<file path="config.mk">
export PLATFORM = sky130hd
export DESIGN_NAME = calc_seq_flat
export DESIGN_NICKNAME = d
export VERILOG_FILES = /design/src/rtl/calc_seq_if.sv /design/src/rtl/calc_seq.sv /design/src/flat_wrapper.sv
export SDC_FILE = /design/constraint.sdc
export NUM_CORES = 1
export LEC_CHECK = 0
export ABC_CLOCK_PERIOD_IN_PS = 7700
export BUFFER_PORTS_ARGS = -buffer_cell sky130_fd_sc_hd__buf_2
export CORE_MARGIN = 4
export CORE_UTILIZATION = 50
export DETAILED_ROUTE_END_ITERATION = 16
export PLACE_DENSITY = 0.7
export SYNTH_ARGS = -nofsm -noshare
export SYNTH_HDL_FRONTEND = slang
export SYNTH_SLANG_ARGS = --single-unit
</file>
<file path="constraint.sdc">
create_clock -name clk -period 7.7 [get_ports clk]
set_input_delay 2.31 -clock clk [delete_from_list [all_inputs] [get_ports clk]]
set_output_delay 2.31 -clock clk [all_outputs]
set_load 0.01 [all_outputs]
</file>
<file path="src/rtl/calc_seq_if.sv">
// Bus between calc_seq and the calc datapath: button/switch drive out, accumulator (led) back.
// master = sequencer side, slave = calc side.
interface calc_seq_if;
    logic        c_btnu;
    logic        c_btnl;
    logic        c_btnc;
    logic        c_btnr;
    logic        c_btnd;
    logic [15:0] c_sw;
    logic [15:0] acc_in;

    modport master (
        output c_btnu, c_btnl, c_btnc, c_btnr, c_btnd, c_sw,
        input  acc_in
    );

    modport slave (
        input  c_btnu, c_btnl, c_btnc, c_btnr, c_btnd, c_sw,
        output acc_in
    );
endinterface

</file>
<file path="src/rtl/calc_seq.sv">
// Programmable sequencer replacing the calc board buttons/switches with a stored {op, operand} program.
// Optional early stop on a zero accumulator: define CALC_SEQ_ZERO_HALT_EN (adds zero_halt output).
module calc_seq #(
    parameter int unsigned DEPTH = 8,
    parameter int unsigned AW    = 3
) (
    input  logic          clk,
    input  logic          rst_n,
    input  logic          prog_we,
    input  logic [AW-1:0] prog_addr,
    input  logic [2:0]    prog_op,
    input  logic [15:0]   prog_data,
    input  logic [AW:0]   prog_len,
    input  logic          start,
    input  logic          abort,
    calc_seq_if.master    cbus,
    output logic          busy,
    output logic          done,
    output logic [AW-1:0] step_idx,
    output logic [15:0]   result
`ifdef CALC_SEQ_ZERO_HALT_EN
    ,
    output logic          zero_halt
`endif
);

    typedef enum logic [2:0] {StIdle, StClear, StSetup, StStrobe, StCapture, StFin} state_e;

    localparam logic [AW:0]   DepthLen = (AW + 1)'(DEPTH);
    localparam logic [AW:0]   LenOne   = (AW + 1)'(1);
    localparam logic [AW-1:0] IdxOne   = AW'(1);

    state_e        state_q;
    logic [AW-1:0] step_q;
    logic [AW:0]   len_q;
    logic [15:0]   result_q;
    logic          done_q;
    logic          btnu_q;
    logic          btnd_q;
    logic [2:0]    op_q;
    logic [15:0]   sw_q;
`ifdef CALC_SEQ_ZERO_HALT_EN
    logic          zh_q;
`endif

    logic [18:0]   mem_q [DEPTH];
    logic [AW:0]   len_sel;
    logic [AW-1:0] rd_idx;
    logic [18:0]   entry;
    logic          last_step;
    logic          zero_hit;

    always_comb begin
        len_sel   = (prog_len > DepthLen) ? DepthLen : prog_len;
        // CAPTURE preloads the following step's entry for SETUP.
        rd_idx    = (state_q == StCapture) ? step_q + IdxOne : step_q;
        entry     = mem_q[rd_idx];
        last_step = ({1'b0, step_q} == len_q - LenOne);
`ifdef CALC_SEQ_ZERO_HALT_EN
        zero_hit  = (cbus.acc_in == 16'h0000);
`else
        zero_hit  = 1'b0;
`endif
    end

    always_ff @(posedge clk) begin
        if (prog_we && state_q == StIdle) begin
            mem_q[prog_addr] <= {prog_op, prog_data};
        end
    end

    always_ff @(posedge clk) begin
        if (!rst_n) begin
            state_q  <= StIdle;
            step_q   <= '0;
            len_q    <= '0;
            result_q <= '0;
            done_q   <= 1'b0;
            btnu_q   <= 1'b0;
            btnd_q   <= 1'b0;
            op_q     <= '0;
            sw_q     <= '0;
`ifdef CALC_SEQ_ZERO_HALT_EN
            zh_q     <= 1'b0;
`endif
        end else begin
            done_q <= 1'b0;
            if (state_q != StIdle && abort) begin
                state_q <= StIdle;
                btnu_q  <= 1'b0;
                btnd_q  <= 1'b0;
                op_q    <= '0;
                sw_q    <= '0;
            end else begin
                unique case (state_q)
                    StIdle: begin
                        if (start) begin
                            state_q <= StClear;
                            step_q  <= '0;
                            len_q   <= len_sel;
                            btnu_q  <= 1'b1;
`ifdef CALC_SEQ_ZERO_HALT_EN
                            zh_q    <= 1'b0;
`endif
                        end
                    end
                    StClear: begin
                        btnu_q <= 1'b0;
                        if (len_q == '0) begin
                            state_q <= StFin;
                            done_q  <= 1'b1;
                        end else begin
                            state_q <= StSetup;
                            op_q    <= entry[18:16];
                            sw_q    <= entry[15:0];
                        end
                    end
                    StSetup: begin
                        state_q <= StStrobe;
                        btnd_q  <= 1'b1;
                    end
                    StStrobe: begin
                        state_q <= StCapture;
                        btnd_q  <= 1'b0;
                    end
                    StCapture: begin
                        result_q <= cbus.acc_in;
                        if (last_step || zero_hit) begin
                            state_q <= StFin;
                            done_q  <= 1'b1;
                            op_q    <= '0;
                            sw_q    <= '0;
`ifdef CALC_SEQ_ZERO_HALT_EN
                            if (!last_step) zh_q <= 1'b1;
`endif
                        end else begin
                            state_q <= StSetup;
                            step_q  <= step_q + IdxOne;
                            op_q    <= entry[18:16];
                            sw_q    <= entry[15:0];
                        end
                    end
                    StFin: begin
                        state_q <= StIdle;
                    end
                    default: begin
                        state_q <= StIdle;
                    end
                endcase
            end
        end
    end

    assign cbus.c_btnu = btnu_q;
    assign cbus.c_btnd = btnd_q;
    assign cbus.c_btnl = op_q[2];
    assign cbus.c_btnc = op_q[1];
    assign cbus.c_btnr = op_q[0];
    assign cbus.c_sw   = sw_q;
    assign busy        = (state_q != StIdle);
    assign done        = done_q;
    assign step_idx    = step_q;
    assign result      = result_q;
`ifdef CALC_SEQ_ZERO_HALT_EN
    assign zero_halt   = zh_q;
`endif

endmodule

</file>
<file path="src/flat_wrapper.sv">
// flat-port wrapper written by rule: the top's interface ports become plain ports
module calc_seq_flat 
#(
    parameter int unsigned DEPTH = 8,
    parameter int unsigned AW    = 3
)
  (clk, rst_n, prog_we, prog_addr, prog_op, prog_data, prog_len, start, abort, busy, done, step_idx, result, cbus_c_btnu, cbus_c_btnl, cbus_c_btnc, cbus_c_btnr, cbus_c_btnd, cbus_c_sw, cbus_acc_in);
  calc_seq_if cbus_i ();
  input  logic clk;
  input  logic rst_n;
  input  logic prog_we;
  input  logic [AW-1:0] prog_addr;
  input  logic [2:0] prog_op;
  input  logic [15:0] prog_data;
  input  logic [AW:0] prog_len;
  input  logic start;
  input  logic abort;
  output logic busy;
  output logic done;
  output logic [AW-1:0] step_idx;
  output logic [15:0] result;
  output wire logic [$bits(cbus_i.c_btnu)-1:0] cbus_c_btnu;
  output wire logic [$bits(cbus_i.c_btnl)-1:0] cbus_c_btnl;
  output wire logic [$bits(cbus_i.c_btnc)-1:0] cbus_c_btnc;
  output wire logic [$bits(cbus_i.c_btnr)-1:0] cbus_c_btnr;
  output wire logic [$bits(cbus_i.c_btnd)-1:0] cbus_c_btnd;
  output wire logic [$bits(cbus_i.c_sw)-1:0] cbus_c_sw;
  input wire logic [$bits(cbus_i.acc_in)-1:0] cbus_acc_in;
  assign cbus_c_btnu = cbus_i.c_btnu;
  assign cbus_c_btnl = cbus_i.c_btnl;
  assign cbus_c_btnc = cbus_i.c_btnc;
  assign cbus_c_btnr = cbus_i.c_btnr;
  assign cbus_c_btnd = cbus_i.c_btnd;
  assign cbus_c_sw = cbus_i.c_sw;
  assign cbus_i.acc_in = cbus_acc_in;
  calc_seq #(.DEPTH(DEPTH), .AW(AW)) u_core (.clk(clk), .rst_n(rst_n), .prog_we(prog_we), .prog_addr(prog_addr), .prog_op(prog_op), .prog_data(prog_data), .prog_len(prog_len), .start(start), .abort(abort), .cbus(cbus_i), .busy(busy), .done(done), .step_idx(step_idx), .result(result));
endmodule
</file>
==> reports/summary.md, run 1 <==
The post-route netlist has 29.3% of its cells at a drive strength greater than 1. The maximum number of buffers from clock root to sink is 2. For the total standard cell area after synthesis, the log shows 7810 um^2. Traced cell by cell, the critical path runs through nor3_2, inv_1, buf_2. The final critical path takes up 49.6% of the cycle. After routing, the total negative slack on setup checks comes to 0 ns. Setup repair after global routing left no endpoint under its margin.

The worst setup path is captured at an output pin. The clock reaches the later pin of the worst-skew pair after 0.43 ns. Entering global routing, the biggest net connects 39 pins.

Kind of cell with the highest combined delay on the critical path: simple AND/OR/NAND/NOR gates. Origin of the worst setup path: u_core.state_q[2]. The number of synthesized flops with an enable pin works out to 152. The delay of the slowest cell on the worst path works out to 0.44 ns.

The instance count of the mapped netlist was 444; the clock buffer count from CTS was 17. The run gives 0 as the initial antenna violation count. For this design the top-level I/O count stands at 89.

For the instance count after placement with tap cells included, the log shows 728. Across every metal layer, demand over resource in global routing totals 17.2%. TritonCTS built the clock tree.

Gates resized during post-CTS repair numbered 0. The H-tree was split into 4 levels. Ranked by total cell area, the synthesized netlist is headed by sky130_fd_sc_hd__edfxtp_1 (58%), sky130_fd_sc_hd__dfxtp_1 (12%), sky130_fd_sc_hd__mux4_1 (6.7%), sky130_fd_sc_hd__mux4_2 (5.2%), sky130_fd_sc_hd__mux2i_1 (2.9%).

After detailed routing, the number of remaining DRC violations is 0. The average instance area after synthesis came out at 17.6 um^2. In this run the core area contains 45 standard-cell rows.

The critical hold path startpoint was u_core.result[6]. The first detailed-routing pass ran for 4 iterations. Setup violations remaining at the end of the flow were counted as 0. Unique cell type count in the Yosys netlist: 43. Yosys printed 0 warnings.

The tools report the number of global-route vias before repair as 4177. For the pin with the worst max-slew slack, the measured transition is 1.17 ns. The type of the worst min-delay path was reg2reg. In this run the worst path has a maximum fanout of 13.

IR analysis of the VDD net gives a maximum drop of 0.217 mV. The slowest library cell on the worst path is sky130_fd_sc_hd__nor3_2. Library cell occupying the most area in the post-synthesis netlist: sky130_fd_sc_hd__edfxtp_1. Counting both buffers and inverters, the worst setup path holds a total of 2. The region available for standard cell placement spans 15300 um^2. The setup path with the least slack is of type reg2out.

Summed over all cells, the static leakage comes to 3.42 nW. Setup slack closes at 3.88 ns. Power per cell area: 254 nW/um^2. At the worst endpoint, the required time is 5.39 ns. The worst pin sits at a relative slew slack of 21.6%. Using the TritonRoute via totals, the vias-per-cell ratio works out to 5.53. The tree built by TritonCTS fans out to 200 sinks. The number of nets in the synthesized netlist is 494.

The flow ran to the end, and the final reports show no timing, DRC or antenna violations. The post-CTS setup buffer count was 0. The tools report the part of the Yosys area used for sequential elements as 70.7%. The startpoint identified for the worst register-to-register timing path is u_core.state_q[1]. Once layout is complete, the cells apart from fillers number 761.

The width of the die works out to 133 um. The run gives 262 MHz as the achievable frequency. Cells fill 59.4% of the core in the end. Global routing finished with a remaining overflow of 0.

In this run the biggest area consumer among cell types represents 58.4% of the synthesized area. Compared with the post-synthesis result, the final layout area differs by 16.1%. The y dimension of the die was 133 um; the global-route wire length before repair was 23000 um. The setup clock skew after layout was 0.00940 ns; the cts-stage hold buffer count was 0. For the placed wire-length estimate after detailed placement, the log shows 9180 um.

The commonest register cell after synthesis was sky130_fd_sc_hd__edfxtp_1. The die covers 17700 um^2. For the final-report max-slew violation count, the log shows 0. Detailed routing inserted a total of 4212 vias. The last weighted congestion value of the routability-driven placer is 0.824. Timing analysis after detailed placement gives a worst setup slack of 3.61 ns. The final critical-path required period is 3.82 ns.

The final-stage net count is 586. The worst setup path is launched from a register. For flop-to-flop paths, the worst setup slack is 4.84 ns.

The initial utilization of the core area, before any placement, comes to 51.2%. For the reported max-cap violation count, the log shows 0. The post-detailed-routing wire length was 14700 um. Share of flip-flops with an asynchronous set or reset: 0%. The tools report the buffer cell driving the clock tree root as sky130_fd_sc_hd__clkbuf_16.

The register bit total from synthesis is 200, and the hold violation count in the final report is 0. After clock tree synthesis, the clock-pin slew on the worst setup and hold paths is 0.07 ns. In the final routed layout, each cell accounts on average for 19.4 um. STA puts the critical path data arrival time at 1.51 ns. The first routing iteration left 318 violations.

Buffers placed on the I/O ports in this run total 88. The remaining antenna violation count came out at 0.
==> logic make-up (layout without fill, tap and decap cells) <==
group / after synthesis / in the layout / synth area share, %
XOR/XNOR: 4 / 4 / 0.449
buffers and inverters: 29 / 134 / 2.08
AND/OR/NAND/NOR: 85 / 85 / 5.37
flip-flops: 200 / 200 / 70.7
other: 0 / 1 / 0
adder cells (fa/ha/maj): 3 / 3 / 0.481
AO/OA/AOI/OAI: 62 / 62 / 6.02
multiplexers: 61 / 61 / 14.9
==> worst min-delay path: stages, from the launching register on <==
cell and delay (ns):
sky130_fd_sc_hd__dfxtp_1 0.31, sky130_fd_sc_hd__nand2_1 0.05, sky130_fd_sc_hd__a21boi_1 0.05
==> state kept, by name, summed over array words and instances (netlist names) <==
name / flops
u_core.step_idx: 3
u_core.result: 16
u_core.cbus.c_sw: 16
u_core.op_q: 3
u_core.len_q: 4
u_core.done: 1
u_core.state_q: 3
u_core.cbus.c_btnd: 1
u_core.cbus.c_btnu: 1
u_core.mem_q: 152
==> area by class of cell <==
| class | count | area (um^2) |
|---|---|---|
| diodes | 1 | 2.50 |
| clock buffers | 17 | 425 |
| clock inverters | 15 | 165 |
| fillers | 1130 | 6190 |
| inverters | 8 | 30.0 |
| multi-input cells | 215 | 2170 |
| flip-flops and latches | 200 | 5530 |
| well taps | 211 | 264 |
| repair buffers | 94 | 485 |
==> path summary, 6_finish.rpt <==
path / end / depth (start not counted)
max: busy / 3
min: u_core.result[6] / 2
max reg2reg: u_core.cbus.c_sw[10] / 8
min reg2reg: u_core.result[6] / 2
==> power by group <==
part           switching (W)  internal, W
sequential         0.0000223      0.00120
clock               0.000390     0.000485
combinational       0.000118    0.0000888
==> cell usage in the layout, fill, tap and decap left out, types with 5 or more instances in the layout <==
| cell | instances |
|---|---|
| sky130_fd_sc_hd__o21ai_0 | 5 |
| sky130_fd_sc_hd__nor2b_1 | 5 |
| sky130_fd_sc_hd__inv_1 | 6 |
| sky130_fd_sc_hd__nor2_1 | 7 |
| sky130_fd_sc_hd__mux4_2 | 18 |
| sky130_fd_sc_hd__a21boi_0 | 7 |
| sky130_fd_sc_hd__o2bb2ai_1 | 19 |
| sky130_fd_sc_hd__a21boi_1 | 11 |
| sky130_fd_sc_hd__mux2i_1 | 22 |
| sky130_fd_sc_hd__clkbuf_16 | 17 |
| sky130_fd_sc_hd__dfxtp_1 | 48 |
| sky130_fd_sc_hd__a21oi_1 | 8 |
| sky130_fd_sc_hd__buf_2 | 88 |
| sky130_fd_sc_hd__nor2_2 | 6 |
| sky130_fd_sc_hd__buf_4 | 6 |
| sky130_fd_sc_hd__mux4_1 | 20 |
| sky130_fd_sc_hd__edfxtp_1 | 152 |
| sky130_fd_sc_hd__nand2_1 | 42 |
==> per-stage QoR <==
stage | total power [W] | hold WS [ns] | cell area [um^2]
2_1_floorplan | 0.00138 | 0.479 | 7810
3_3_place_gp | 0.00145 | 0.441 | 8470
3_5_place_dp | 0.00146 | 0.444 | 8470
4_1_cts | 0.00233 | 0.454 | 9060
5_1_grt | 0.00239 | 0.479 | 9060
6_report | 0.00231 | 0.452 | 9070
==> per-layer routing <==
layer / wire length, um / global-route usage (%)
met5: 0 / 0
met1: 6320 / 22.1
met2: 7430 / 28.9
met4: 143 / 4.97
met3: 843 / 4.49
==> synth_stat cells, types with 3 or more instances <==
cell	number
sky130_fd_sc_hd__o2bb2ai_1	19
sky130_fd_sc_hd__mux4_1	20
sky130_fd_sc_hd__o22ai_1	3
sky130_fd_sc_hd__dfxtp_1	48
sky130_fd_sc_hd__a21boi_0	7
sky130_fd_sc_hd__a21oi_1	8
sky130_fd_sc_hd__nand3_1	4
sky130_fd_sc_hd__a21boi_1	11
sky130_fd_sc_hd__nor2_1	12
sky130_fd_sc_hd__buf_6	5
sky130_fd_sc_hd__mux4_2	18
sky130_fd_sc_hd__nor3b_1	3
sky130_fd_sc_hd__nand2b_1	4
sky130_fd_sc_hd__buf_2	9
sky130_fd_sc_hd__inv_1	6
sky130_fd_sc_hd__o21ai_0	5
sky130_fd_sc_hd__clkbuf_1	5
sky130_fd_sc_hd__nand2_1	42
sky130_fd_sc_hd__edfxtp_1	152
sky130_fd_sc_hd__nor2b_1	5
sky130_fd_sc_hd__mux2i_1	23
sky130_fd_sc_hd__ha_1	3
sky130_fd_sc_hd__nor3_1	5
Power figures use the tool's default switching activity.
==> run 2, diff against run 1 <==
--- a/config.mk
+++ b/config.mk
@@ -5,7 +5,7 @@
 export SDC_FILE = /design/constraint.sdc
 export NUM_CORES = 1
 export LEC_CHECK = 0
-export ABC_CLOCK_PERIOD_IN_PS = 7700
+export ABC_CLOCK_PERIOD_IN_PS = 3600
 export BUFFER_PORTS_ARGS = -buffer_cell sky130_fd_sc_hd__buf_2
 export CORE_MARGIN = 4
 export CORE_UTILIZATION = 50
==> constraint.sdc (replaced) <==
create_clock -name clk -period 3.6 [get_ports clk]
set_input_delay 1.08 -clock clk [delete_from_list [all_inputs] [get_ports clk]]
set_output_delay 1.08 -clock clk [all_outputs]
set_load 0.01 [all_outputs]
==> reports/summary.md, run 2 (synthesized netlist as in run 1, its figures left out) <==
The run gives 0 as the final-report max-slew violation count. The worst setup path is of the reg2reg kind. Setup repair after global routing left no endpoint under its margin. The post-CTS setup buffer count was 0.

The buffer cell driving the clock tree root was sky130_fd_sc_hd__clkbuf_16. Average vias per placed instance: 5.41. Together, buffers and inverters on the worst path number 2. The worst path needs 2.84 ns of the cycle, external delays included. Cells fill 59.6% of the core in the end.

Counting flops per register, the top entry is u_core.mem_q. After detailed routing, the average wire length per cell comes to 19.0 um. Derived from the worst setup path, the maximum achievable clock frequency is 352 MHz.

The library cell used most frequently in the layout, excluding fill and tap cells, is sky130_fd_sc_hd__edfxtp_1. The area inside the core boundary came out at 15300 um^2. The data arrival time of the worst path was 3.13 ns; the last weighted congestion value of the routability-driven placer was 0.839. The length of routed met3 wiring came out at 847 um.

In the layout the commonest cells are sky130_fd_sc_hd__edfxtp_1 (152), sky130_fd_sc_hd__buf_2 (88), sky130_fd_sc_hd__dfxtp_1 (48). TritonCTS built the clock tree. Input and output buffers added on the ports amount to 88. The number of top-level pins is 89, and the data required time at the worst endpoint is 3.89 ns.

The initial antenna violation count is 1. The net count of the finished layout is 594. The clock network latency to the later pin of the worst-skew pair is 0.43 ns, and the layout overhead on the synthesized area is 16.5%.

After detailed routing, the wire length on met1 is 6250 um. Across the run, the number of max-cap violations was 0. In the routed design, unresolved DRC markers number 0. The run gives 4 as the total iterations of the first detailed-routing run. The slew at the pin closest to its max-slew limit was 0.812 ns; the initial core utilization was 51.2%. The final cycle utilization of the critical path was 78.8%; the hold violation count in the final report was 0. The logic depth of the worst path, buffers included was 8; the number of cells upsized or downsized after cts was 0. The slowest library cell on the worst path was sky130_fd_sc_hd__ha_2.

The clock edge transition at the registers on the reported setup and hold paths is 0.07 ns. The detail route stage leaves a number of antenna-violating nets equal to 0. The delay of the slowest cell on the worst path works out to 0.74 ns.

The critical path starts at u_core.state_q[1]. Setup slack on the critical path of the routed design comes to 0.762 ns. The logs give 0.704 mV for the worst supply voltage drop on vdd and 4266 for the number of global-route vias before repair.

The first global-routing pass estimated 23100 um of wire. The run finished with clean final reports. The first routing iteration left 333 violations. Buffers inserted during clock tree synthesis total 17. Counting tap cells, the placed design contains a total of 736 instances. Clock tree synthesis found a total of 200 sinks. The width of the die came out at 133 um. The floorplan has 45 rows. The worst setup path is launched from a register. Between clock sinks in the finished design, the worst skew comes to 0.00528 ns. Setup violations remaining at the end of the flow were counted as 0. The critical path capture point is u_core.cbus.c_sw[4].

The post-route netlist has 30.0% of its cells at a drive strength greater than 1. Counting along the longest clock path gives a buffer depth of 2. Summed over all layers, the global routing overflow is 0. The run gives 17700 um^2 as the area enclosed by the die boundary. The power per cell area came out at 531 nW/um^2.

The path class of the tightest hold or removal check is reg2reg. The run gives 0.455 ns as the worst hold margin. The analysis attributes to cell leakage a power of 3.45 nW. Of all nets on the critical path, the largest fanout is 19. Measured along the y axis, the die boundary spans 133 um. STA classifies the critical path endpoint as a register. After filler insertion, the fill cell instance count of the layout stands at 1141.

Startpoint of the worst-slack reg-to-reg timing path: u_core.state_q[1]. Detailed routing inserted a total of 4163 vias. Entering global routing, the biggest net connects 39 pins. In this run the critical register-to-register path is captured at u_core.cbus.c_sw[4]. The logs give 14600 um for the post-detailed-routing wire length and 769 for the final non-filler cell total. In this run the top signal layer used is met4. Counting cells, the worst reg-to-reg path comes to 8. The cts-stage hold buffer count came out at 0.

Once detailed placement completed, the half-perimeter wirelength came to 8990 um. The total routing resource utilization after global routing is 17.3%. In the detailed route, the total length drawn on met2 is 7290 um. The tools report the normalized max-slew margin as 44.7%. The kind of cell with the highest combined delay on the critical path was adder cells. The flip-flop count of the largest register after layout is 152, and the pre-CTS setup slack is 0.744 ns.

The count of H-tree levels built during CTS is 4. The critical path goes through nor2_2, nand2_1, inv_2, ha_2, buf_12, mux4_1, mux2i_1, o2bb2ai_1. The minimum setup slack among reg-to-reg paths was 0.76 ns; the setup TNS after final layout was 0 ns.
## run 2: routing by layer
metal  vias to the layer above  global-route usage, %
li1                       1962                      -
met2                       119                   28.5
met4                         0                   5.14
met3                        16                   5.51
met5                         -                      0
met1                      2066                   22.0
## run 2: report_power, final
| part | leakage, nW | switching [W] | total (W) | internal, W |
|---|---|---|---|---|
| sequential | 1.76 | 0.0000452 | 0.00261 | 0.00257 |
| clock | 0.273 | 0.000807 | 0.00177 | 0.000958 |
| combinational | 1.41 | 0.000251 | 0.000454 | 0.000203 |
## run 2: worst min path at each step
stage / end / slack (ns) / start / cells past startpoint
floorplan: u_core.result[0] / 0.48 / u_core.result[0] / 2
global placement: u_core.cbus.c_sw[7] / 0.44 / u_core.cbus.c_sw[7] / 1
detailed placement: u_core.cbus.c_sw[1] / 0.44 / u_core.cbus.c_sw[1] / 1
CTS: u_core.result[2] / 0.46 / u_core.result[2] / 2
global route: u_core.cbus.c_sw[3] / 0.48 / u_core.cbus.c_sw[3] / 1
finish: u_core.result[2] / 0.46 / u_core.result[2] / 2
## run 2: worst min-delay path, delay by kind of cell (launching register included)
kind	cells	cell delay (ns)
flops	1	0.31
simple gates	1	0.05
compound gates	1	0.05
## run 2: per-stage QoR
step                power (W)  cell area [um^2]
floorplan             0.00295              7810
global placement      0.00311              8550
detailed placement    0.00313              8550
CTS                   0.00489              9100
global route          0.00503              9100
finish                0.00483              9100
## run 2: final cells by class
type | count | area [um^2] | area share [%]
Multi-Input combinational cell | 215 | 2170 | 23.8
Timing Repair Buffer | 102 | 558 | 6.13
Tap cell | 211 | 264 | 2.90
Antenna cell | 1 | 2.50 | 0.0275
Inverter | 8 | 30.0 | 0.330
Sequential cell | 200 | 5530 | 60.7
Clock buffer | 18 | 429 | 4.72
Clock inverter | 14 | 123 | 1.35
==> run 3, diff against run 2 <==
--- a/config.mk
+++ b/config.mk
@@ -5,7 +5,7 @@
 export SDC_FILE = /design/constraint.sdc
 export NUM_CORES = 1
 export LEC_CHECK = 0
-export ABC_CLOCK_PERIOD_IN_PS = 3600
+export ABC_CLOCK_PERIOD_IN_PS = 2710
 export BUFFER_PORTS_ARGS = -buffer_cell sky130_fd_sc_hd__buf_2
 export CORE_MARGIN = 4
 export CORE_UTILIZATION = 50
==> constraint.sdc (replaced) <==
create_clock -name clk -period 2.71 [get_ports clk]
set_input_delay 0.813 -clock clk [delete_from_list [all_inputs] [get_ports clk]]
set_output_delay 0.813 -clock clk [all_outputs]
set_load 0.01 [all_outputs]
==> reports/summary.md, run 3 (synthesized netlist as in run 1, its figures left out) <==
Between clock sinks in the finished design, the worst skew comes to 0.00787 ns. Hold violation count in the final report: 0. The width of the die came out at 133 um. The clock network latency to the later pin of the worst-skew pair came out at 0.43 ns. Leaving out fill and tap cells, the most frequent cells in the layout are sky130_fd_sc_hd__edfxtp_1 (152), sky130_fd_sc_hd__buf_2 (88), sky130_fd_sc_hd__dfxtp_1 (48). The total overflow left after global routing is 0. Worst supply voltage drop on vdd: 0.657 mV. The final non-filler cell total is 772. Summed over all cells, the static leakage comes to 3.47 nW.

The flow ran to the end, and the final reports show no timing, DRC or antenna violations. Initial antenna violation count: 0. Clock group share of total power: 37.1%. Grouping stages by cell kind, the critical path spends the most delay in simple AND/OR/NAND/NOR gates. The final-report max-slew violation count is 0. Placed wire-length estimate after detailed placement: 8850 um. The layout cell share with drive strength beyond 1 is 31.0%. The delay of the slowest cell on the worst path is 0.42 ns, and the clock buffer count from CTS is 17.

In the finished design, the share of the clock period the worst path needs comes to 87.4%. STA classifies the critical path startpoint as a register. The normalized max-slew margin is 52.7%. Category of the worst setup path capture point: an output pin.

The number of antenna diodes in the final layout is 0. Kind of critical path: reg2out. The core region is 15300 um^2. In this run the worst hold path is classified as reg2reg.

The total iterations of the first detailed-routing run was 5; the DRC violations left was 0. The run gives 17700 um^2 as the area enclosed by the die boundary. The routed length per placed instance is 19.4 um. The layout has 1129 filler cells. The sequential cells in the finished layout cover a total of 5530 um^2.

The net switching fraction of the power is 23.5%, and the violation count after the first detailed-route iteration is 323. Number of input and output port buffers inserted: 88. The y dimension of the die is 133 um, and the total via count after detailed routing is 4257. At the end of routability-driven placement, the weighted congestion stood at 0.860. The first global-routing pass estimated 23900 um of wire.

Walking the worst path, the cells encountered are buf_4, nor3_2, inv_1, buf_2. For the area of the multi-input gates, the log shows 2170 um^2. CTS built an H-tree with a depth of 4.

The number of gates resized after CTS was 0. 89 I/O pins were placed. The CTS sink count is 200. In the global route stage, overall resource usage came out at 17.9%.

The register with the most flip-flops in the layout has 152 of them. The average vias per placed instance came out at 5.51. Entering global routing, the biggest net connects 39 pins. The share of total power dissipated in combinational logic is 9.8%. The sequential fraction of design power was 53.1%. For this design the ratio of total power to cell area is 711 nW/um^2.

Initial core utilization: 51.2%. In this run the power spent charging and discharging nets is 0.00153 W. Max-cap violations in this run came to 0. At the worst endpoint, the arrival time is 1.56 ns. TritonCTS built the clock tree. The initialized floorplan defines 45 standard-cell rows.

The layout overhead on the synthesized area is 17.3%, and the final-stage net count is 598. Hold repair after CTS inserted 0 buffers. For the internal power contribution, the log shows 0.00498 W. The biggest fanout along the worst timing path was 12. For the pin with the worst max-slew slack, the measured transition is 0.709 ns. The routed design has 15000 um of wire. The number of buffers and inverters on the critical path is 3. The clock period could shrink to 2.37 ns. The post-CTS setup buffer count was 0. The root buffer cell chosen for the clock tree is sky130_fd_sc_hd__clkbuf_16. The register with the most flip-flops was u_core.mem_q.

Setup repair after global routing left no endpoint under its margin. The tools report the number of global-route vias before repair as 4359. The run gives 0 as the remaining antenna violation count.

Setup total negative slack on the finished layout was measured at 0 ns. Data on the critical path is required at its endpoint by 1.90 ns. The number of placed instances, taps included, is 740. The maximum number of buffers from clock root to sink was 2; the number of endpoints failing setup at the final stage was 0. Achievable frequency: 422 MHz. The leading cell type in the layout, fill and taps excluded is sky130_fd_sc_hd__edfxtp_1. For this design, the slowest cell found on the critical path is sky130_fd_sc_hd__nor3_2.

Clock-pin slew was measured on the worst setup and hold paths at 0.07 ns.
==> run 3: routing by layer <==
layer,GRT usage (%),up-vias,share of wire (%)
met5,0,-,0
met4,4.68,0,0.92
met3,5.02,15,6.2
met2,30.0,149,51
met1,23.1,2120,42
li1,-,1973,-
==> run 3: metrics by stage <==
stage	setup slack [ns]	util, %	hold slack [ns]	instance area [um^2]	total power [W]
3_3_place_gp	0.449	56.3	0.439	8590	0.00415
3_5_place_dp	0.371	56.3	0.446	8590	0.00417
2_1_floorplan	0.00612	-	0.479	7820	0.00392
5_1_grt	0.215	60.1	0.480	9170	0.00678
4_1_cts	0.302	60.1	0.456	9170	0.00658
6_report	0.341	60.1	0.454	9170	0.00651
==> run 3: worst paths after layout <==
kind	from	endpoint	slack, ns	depth (start not counted)
setup / recovery	u_core.state_q[2]	busy	0.34	4
hold / removal	u_core.result[13]	u_core.result[13]	0.45	2
setup reg to reg	u_core.len_q[0]	u_core.cbus.c_sw[2]	0.45	7
hold reg to reg	u_core.result[13]	u_core.result[13]	0.45	2
==> run 3: layout make-up <==
cell class / count / share of cell area [%]
multi-input combinational: 215 / 23.7
timing repair buffer: 106 / 6.55
tap: 211 / 2.88
inverter: 8 / 0.328
clock inverter: 14 / 1.60
clock buffer: 18 / 4.68
sequential: 200 / 60.3
==> run 3: worst reg2reg max path, delay by kind of cell (launching register included) <==
family,cells,cell delay (ns)
DFF,1,0.41
xor gates and xnor gates,1,0.23
adders and majority gates,1,0.22
buffers and inverters,1,0.06
and+or+nand+nor,1,0.28
AOI/OAI and AO/OA,3,0.93
==> run 3: power groups by stage <==
stage                     clock [W]  sequential (W)  combinational, W
after floorplan                   0         0.00354          0.000384
after global placement            0         0.00352          0.000625
after detailed placement          0         0.00353          0.000642
after CTS                   0.00247         0.00346          0.000647
after global routing        0.00261         0.00347          0.000700
final                       0.00242         0.00346          0.000639
